### src/rtl/tanh_divider_if.sv
// Operand/result bundle for the tanh divider: start plus sinh/cosh operands in,
// and the registered quotient with its status flags out.
interface tanh_divider_if #(
  parameter int WIDTH = 15
);
  logic             start;
  logic [WIDTH:0]   sinh_in;
  logic [WIDTH:0]   cosh_in;
  logic [WIDTH:0]   tanh_out;
  logic             valid;
  logic             busy;
  logic             err;

  modport master (
    output start, sinh_in, cosh_in,
    input  tanh_out, valid, busy, err
  );

  modport slave (
    input  start, sinh_in, cosh_in,
    output tanh_out, valid, busy, err
  );
endinterface

### src/rtl/tanh_divider.sv
// Fixed-point tanh = sinh/cosh using linear-vectoring CORDIC division,
// one iteration per clock, with a rising-edge start and a saturated registered result.
module tanh_divider #(
  parameter int WIDTH = 15,
  parameter int FRAC  = 12,
  parameter int ITERS = FRAC + 1
) (
  input  logic          clk,
  input  logic          reset,
  tanh_divider_if.slave bus
);
  localparam int IW = WIDTH + 3;
  localparam int CW = $clog2(ITERS + 1);
  localparam logic [CW-1:0]        LAST  = CW'(ITERS - 1);
  localparam logic signed [IW-1:0] Z_ONE = IW'(1) << FRAC;
  localparam logic signed [IW-1:0] Z_NEG = -Z_ONE;
  localparam logic [WIDTH:0]       O_ONE = (WIDTH + 1)'(1) << FRAC;
  localparam logic [WIDTH:0]       O_NEG = -O_ONE;

  typedef enum logic [1:0] {IDLE, ITER, DONE} state_t;

  state_t                state, state_nxt;
  logic                  start_q;
  logic                  trigger;
  logic                  cosh_bad;
  logic [CW-1:0]         i;
  logic signed [IW-1:0]  x, y, z;
  logic signed [IW-1:0]  x_sh, step, y_nxt, z_nxt;
  logic [WIDTH:0]        z_sat;

  assign trigger  = bus.start & ~start_q;
  assign cosh_bad = bus.cosh_in[WIDTH] | (bus.cosh_in == '0);
  assign bus.busy = (state != IDLE);

  always_ff @(posedge clk) begin
    if (reset) state <= IDLE;
    else       state <= state_nxt;
  end

  always_comb begin
    state_nxt = state;
    case (state)
      IDLE:    if (trigger) state_nxt = cosh_bad ? DONE : ITER;
      ITER:    if (i == LAST) state_nxt = DONE;
      DONE:    state_nxt = IDLE;
      default: state_nxt = IDLE;
    endcase
  end

  // One vectoring step: drive y toward zero, accumulating the quotient in z.
  always_comb begin
    x_sh = x >>> i;
    step = Z_ONE >>> i;
    if (!y[IW-1]) begin
      y_nxt = y - x_sh;
      z_nxt = z + step;
    end else begin
      y_nxt = y + x_sh;
      z_nxt = z - step;
    end
    if (z_nxt > Z_ONE)      z_sat = O_ONE;
    else if (z_nxt < Z_NEG) z_sat = O_NEG;
    else                    z_sat = z_nxt[WIDTH:0];
  end

  // Results are loaded on the edge entering DONE so valid and tanh_out
  // are presented together during the DONE cycle.
  always_ff @(posedge clk) begin
    if (reset) begin
      start_q      <= 1'b0;
      i            <= '0;
      x            <= '0;
      y            <= '0;
      z            <= '0;
      bus.tanh_out <= '0;
      bus.valid    <= 1'b0;
      bus.err      <= 1'b0;
    end else begin
      start_q   <= bus.start;
      bus.valid <= 1'b0;
      case (state)
        IDLE: if (trigger) begin
          x <= {{2{bus.cosh_in[WIDTH]}}, bus.cosh_in};
          y <= {{2{bus.sinh_in[WIDTH]}}, bus.sinh_in};
          z <= '0;
          i <= '0;
        end
        ITER: begin
          y <= y_nxt;
          z <= z_nxt;
          i <= i + 1'b1;
        end
        default: ;
      endcase
      if (state_nxt == DONE) begin
        bus.valid    <= 1'b1;
        bus.err      <= (state == IDLE);
        bus.tanh_out <= (state == IDLE) ? '0 : z_sat;
      end
    end
  end
endmodule

### src/flat_wrapper.sv
// flat-port wrapper written by rule: the top's interface ports become plain ports
module tanh_divider_flat 
#(
  parameter int WIDTH = 15,
  parameter int FRAC  = 12,
  parameter int ITERS = FRAC + 1
)
  (clk, reset, bus_start, bus_sinh_in, bus_cosh_in, bus_tanh_out, bus_valid, bus_busy, bus_err);
  tanh_divider_if #(.WIDTH(WIDTH)) bus_i ();
  input  logic clk;
  input  logic reset;
  input wire logic [$bits(bus_i.start)-1:0] bus_start;
  input wire logic [$bits(bus_i.sinh_in)-1:0] bus_sinh_in;
  input wire logic [$bits(bus_i.cosh_in)-1:0] bus_cosh_in;
  output wire logic [$bits(bus_i.tanh_out)-1:0] bus_tanh_out;
  output wire logic [$bits(bus_i.valid)-1:0] bus_valid;
  output wire logic [$bits(bus_i.busy)-1:0] bus_busy;
  output wire logic [$bits(bus_i.err)-1:0] bus_err;
  assign bus_i.start = bus_start;
  assign bus_i.sinh_in = bus_sinh_in;
  assign bus_i.cosh_in = bus_cosh_in;
  assign bus_tanh_out = bus_i.tanh_out;
  assign bus_valid = bus_i.valid;
  assign bus_busy = bus_i.busy;
  assign bus_err = bus_i.err;
  tanh_divider #(.WIDTH(WIDTH), .FRAC(FRAC), .ITERS(ITERS)) u_core (.clk(clk), .reset(reset), .bus(bus_i));
endmodule
### config.mk
export PLATFORM = sky130hd
export DESIGN_NAME = tanh_divider_flat
export DESIGN_NICKNAME = d
export VERILOG_FILES = /design/src/rtl/tanh_divider_if.sv /design/src/rtl/tanh_divider.sv /design/src/flat_wrapper.sv
export SDC_FILE = /design/constraint.sdc
export NUM_CORES = 1
export LEC_CHECK = 0
export ABC_CLOCK_PERIOD_IN_PS = 6100
export CAP_MARGIN = 20
export CORE_UTILIZATION = 30
export DETAILED_ROUTE_END_ITERATION = 8
export PLACE_DENSITY = 0.55
export SLEW_MARGIN = 20
export SYNTH_ARGS = -nofsm -noshare
export SYNTH_HDL_FRONTEND = slang
export SYNTH_SLANG_ARGS = --single-unit
### constraint.sdc
create_clock -name clk -period 6.1 [get_ports clk]
set_input_delay 0.915 -clock clk [delete_from_list [all_inputs] [get_ports clk]]
set_output_delay 0.915 -clock clk [all_outputs]
set_load 0.005 [all_outputs]
==> flow_summary_export.csv <==
group,metric,value,unit
worst_hold_path,whs_endpoint,"u_core.bus.err",
timing,hold_violations,0,
detailed_routing,highest_layer,"met4",
clock_tree,cts_tree,"done",
layout,multi_input_area,4790,sq um
placed_design,pre_cts_slack,1.10,ns
synthesis,synthXorXnorAreaFrac,5.72,%
die,fp.coreArea,21900,sq um
placed_design,placed_cells,1162,
clock_tree,clock_latency,0.35,ns
worst_setup_path,startpoint,"u_core.i[1]",
power_and_ir_drop,power.switching,608,uW
timing,fmax,198,MHz
synthesis,syn_inst,871,
layout,mostFrequentLayoutCell,"nand2_1",
synthesis,async_flop_share,0,%
synthesis,synth_edf_count,0,
layout,mostFrequentLayoutCells,"122 x nand2_1, 84 x a21oi_1, 77 x dfxtp_1",
synthesis,synth_fa_ha_area_share,8.42,%
worst_setup_path,ff2ff_path_depth,20,
die,rows,54,
synthesis,ys_seq_elements,77,
power_and_ir_drop,p_per_area,222,nW/um^2
clock_tree,cts_setup_buffers,0,
timing,clock_skew,0.00909,ns
placed_design,post-dp-hpwl,13.6,mm
timing,fin_ws,1.05,ns
detailed_routing,drc_errors,0,
die,die_h,152,microns
worst_setup_path,crit_type,"flip-flop to flip-flop",
worst_setup_path,start_kind,"flip-flop",
worst_setup_path,critPathMaxFanout,12,
placed_design,place_congestion,0.836,
timing,min_period_over_period,82.8,%
job,drv_cap,0,
power_and_ir_drop,max-vdd-ir-drop,0.000125,V
timing,slew_headroom,32.9,%
synthesis,synth-compound-area-share,27.2,%
power_and_ir_drop,power_frac_seq,32.1,%
clock_tree,ctsLongestPathBuffers,2,
die,dieArea,23000,sq um
clock_tree,cts_resized,0,
clock_tree,clk_pin_slew,0.07,ns
synthesis,ys.flop_type,"dfxtp_1",
power_and_ir_drop,p_sw_share,35.4,%
die,die_w,152,microns
layout,drive_gt1_share,10.9,%
clock_tree,cts_made_buffers,9,
layout,nFillCells,2384,
timing,rsz0062_at_grt,"false",
worst_hold_path,holdPathStages,2,
detailed_routing,vias,6363,
detailed_routing,dr.pass1.iters,5,
power_and_ir_drop,p_clk_share,32.2,%
detailed_routing,drtIter0Drc,351,
clock_tree,root_buffer,"clkbuf_16",
placed_design,port_buffers,53,
detailed_routing,vias_per_cell,5.41,
power_and_ir_drop,total_leakage_power,0.00289,uW
detailed_routing,wl_met1,8.77,mm
worst_setup_path,cp.arrival,5.33,ns
synthesis,synth-simple-area-share,23.1,%
layout,final_nets,972,
worst_setup_path,rr_startpoint,"u_core.i[1]",
global_routing,track_usage,16.8,%
timing,min_period,5.05,ns
detailed_routing,routed-wl-met2,8.76,mm
synthesis,synthMuxAreaShare,6.63,%
global_routing,grt_pass1_wl,30.5,mm
power_and_ir_drop,p_comb_share,35.7,%
global_routing,overflow,0,
timing,max_slew.worst_pin.slew,1.00,ns
synthesis,syn_area,6720,sq um
layout,synthToLayoutAreaGrowth,15.3,%
clock_tree,cts.htree.levels,3,
worst_hold_path,min_path_type,"flip-flop to flip-flop",
layout,num_antenna_cells,0,
clock_tree,clkSinkCount,77,
global_routing,grt_pass1_vias,5971,
clock_tree,hold_buffers,0,
power_and_ir_drop,p_int,1110,uW
worst_setup_path,crit_path_end_kind,"flip-flop",
timing,setup_viol,0,
detailed_routing,wl,18.7,mm
synthesis,yosysWarnings,0,
synthesis,synthesis.nets,950,
timing,report.final.slew_viol_count,0,
die,initial_utilization,30.7,%
synthesis,ys_types,86,
die,io_pins,54,
global_routing,grt_max_degree,70,
worst_setup_path,r2r-end,"u_core.bus.tanh_out[4]",
synthesis,synth_top_family_by_area,"compound AO/OA/AOI/OAI gates",
worst_setup_path,crit_required,6.38,ns
synthesis,avgSynthCellArea,7.71,sq um
synthesis,yosysSeqAreaShare,22.9,%
layout,fin_cells,1177,
global_routing,grt_antenna_before_repair,0,
worst_hold_path,hold_start,"u_core.bus.err",
run_status,status,"finished, final reports clean",
detailed_routing,dr_wl_met3,676,microns
worst_setup_path,rrSetupSlack,1.05,ns
detailed_routing,wire_per_inst,15.8,microns
layout,ff_latch_area,1540,sq um
timing,fin_tns_setup,0,ns
detailed_routing,ant_nets,0,
power by group through the flow:
stage / clock [uW] / combinational [uW] / sequential, uW
finish: 553 / 612 / 551
global route: 588 / 679 / 555
CTS: 568 / 614 / 551
detailed placement: 0 / 609 / 562
global placement: 0 / 613 / 561
floorplan: 0 / 478 / 554
registers in the layout, summed over array words and instances, names as in the netlist:
| signal | flops |
|---|---|
| u_core.y | 18 |
| u_core.z | 18 |
| u_core.bus.tanh_out | 16 |
| u_core.x | 16 |
| u_core.i | 4 |
| u_core.state | 2 |
| u_core.bus.err | 1 |
| u_core.bus.valid | 1 |
| u_core.start_q | 1 |
cells in the mapped netlist (7+ instances only):
cell type	n	area, sq um
a311oi_1	13	114
nand3_1	34	170
o22ai_1	9	56.3
clkbuf_1	36	135
a211oi_1	8	60.1
ha_1	42	526
a31oi_1	18	113
nand2_1	122	458
a32oi_1	13	114
nor3_1	21	105
a21oi_1	84	420
dfxtp_1	77	1540
mux4_2	15	338
inv_1	28	105
o21ai_0	32	160
a21o_1	18	135
o21a_1	7	52.6
nor2_1	71	267
nand2b_1	10	62.6
nor2b_1	8	50.1
buf_2	13	65.1
and2_1	7	43.8
xor2_1	18	158
o21ai_2	12	105
xnor2_1	24	210
nor4_1	7	43.8
per-stage QoR:
| stage | instance area, sq um | utilization (%) | power (uW) | hold slack (ns) |
|---|---|---|---|---|
| 2_1_floorplan | 6720 | - | 1030 | 0.433 |
| 3_3_place_gp | 7450 | 34.0 | 1170 | 0.446 |
| 3_5_place_dp | 7450 | 34.0 | 1170 | 0.448 |
| 4_1_cts | 7740 | 35.4 | 1730 | 0.457 |
| 5_1_grt | 7740 | 35.4 | 1820 | 0.471 |
| 6_report | 7740 | 35.4 | 1720 | 0.455 |
worst max-delay path, stage by stage, from the launching register on:
cell and delay (ns):
dfxtp_1 0.52, inv_1 0.14, ha_1 0.38, nand2_2 0.19
nor2_4 0.05, inv_2 0.12, ha_1 0.26, nand2_1 0.13
nor2_1 0.20, a311oi_1 0.11, a21oi_1 0.15, o21ai_0 0.15
ha_1 0.42, nand4_1 0.20, or2_2 0.36, o22ai_1 0.27
a311oi_1 0.14, nor3_1 0.41, and4b_1 0.31, o21ai_2 0.24
o21ai_1 0.21
metal layers:
metal	GRT usage [%]	vias to the layer above
li1	-	3235
met1	21.8	2982
met2	27.8	121
met3	2.69	25
met4	6.04	0
met5	0	-
logic make-up (layout without fill, tap and decap cells):
logic type | after synthesis | count (layout)
AOI/OAI and AO/OA | 269 | 269
xor gates and xnor gates | 43 | 43
adders and majority gates | 44 | 44
buffers and inverters | 91 | 117
DFF | 77 | 77
muxes | 25 | 25
and+or+nand+nor | 322 | 322
worst max-delay path by stage:
stage / end / cells past startpoint
6_report: u_core.bus.tanh_out[4] / 20
5_1_grt: u_core.bus.tanh_out[4] / 20
4_1_cts: u_core.bus.tanh_out[4] / 20
3_5_place_dp: u_core.bus.tanh_out[4] / 20
3_3_place_gp: u_core.y[16] / 17
2_1_floorplan: u_core.y[16] / 18
layout make-up:
class / instances / area share [%]
multi-input cells: 703 / 61.8
flip-flops and latches: 77 / 19.9
repair buffers: 70 / 8.44
well taps: 280 / 4.52
clock buffers: 10 / 2.96
inverters: 32 / 1.55
clock inverters: 5 / 0.792
Power figures use the tool's default switching activity.
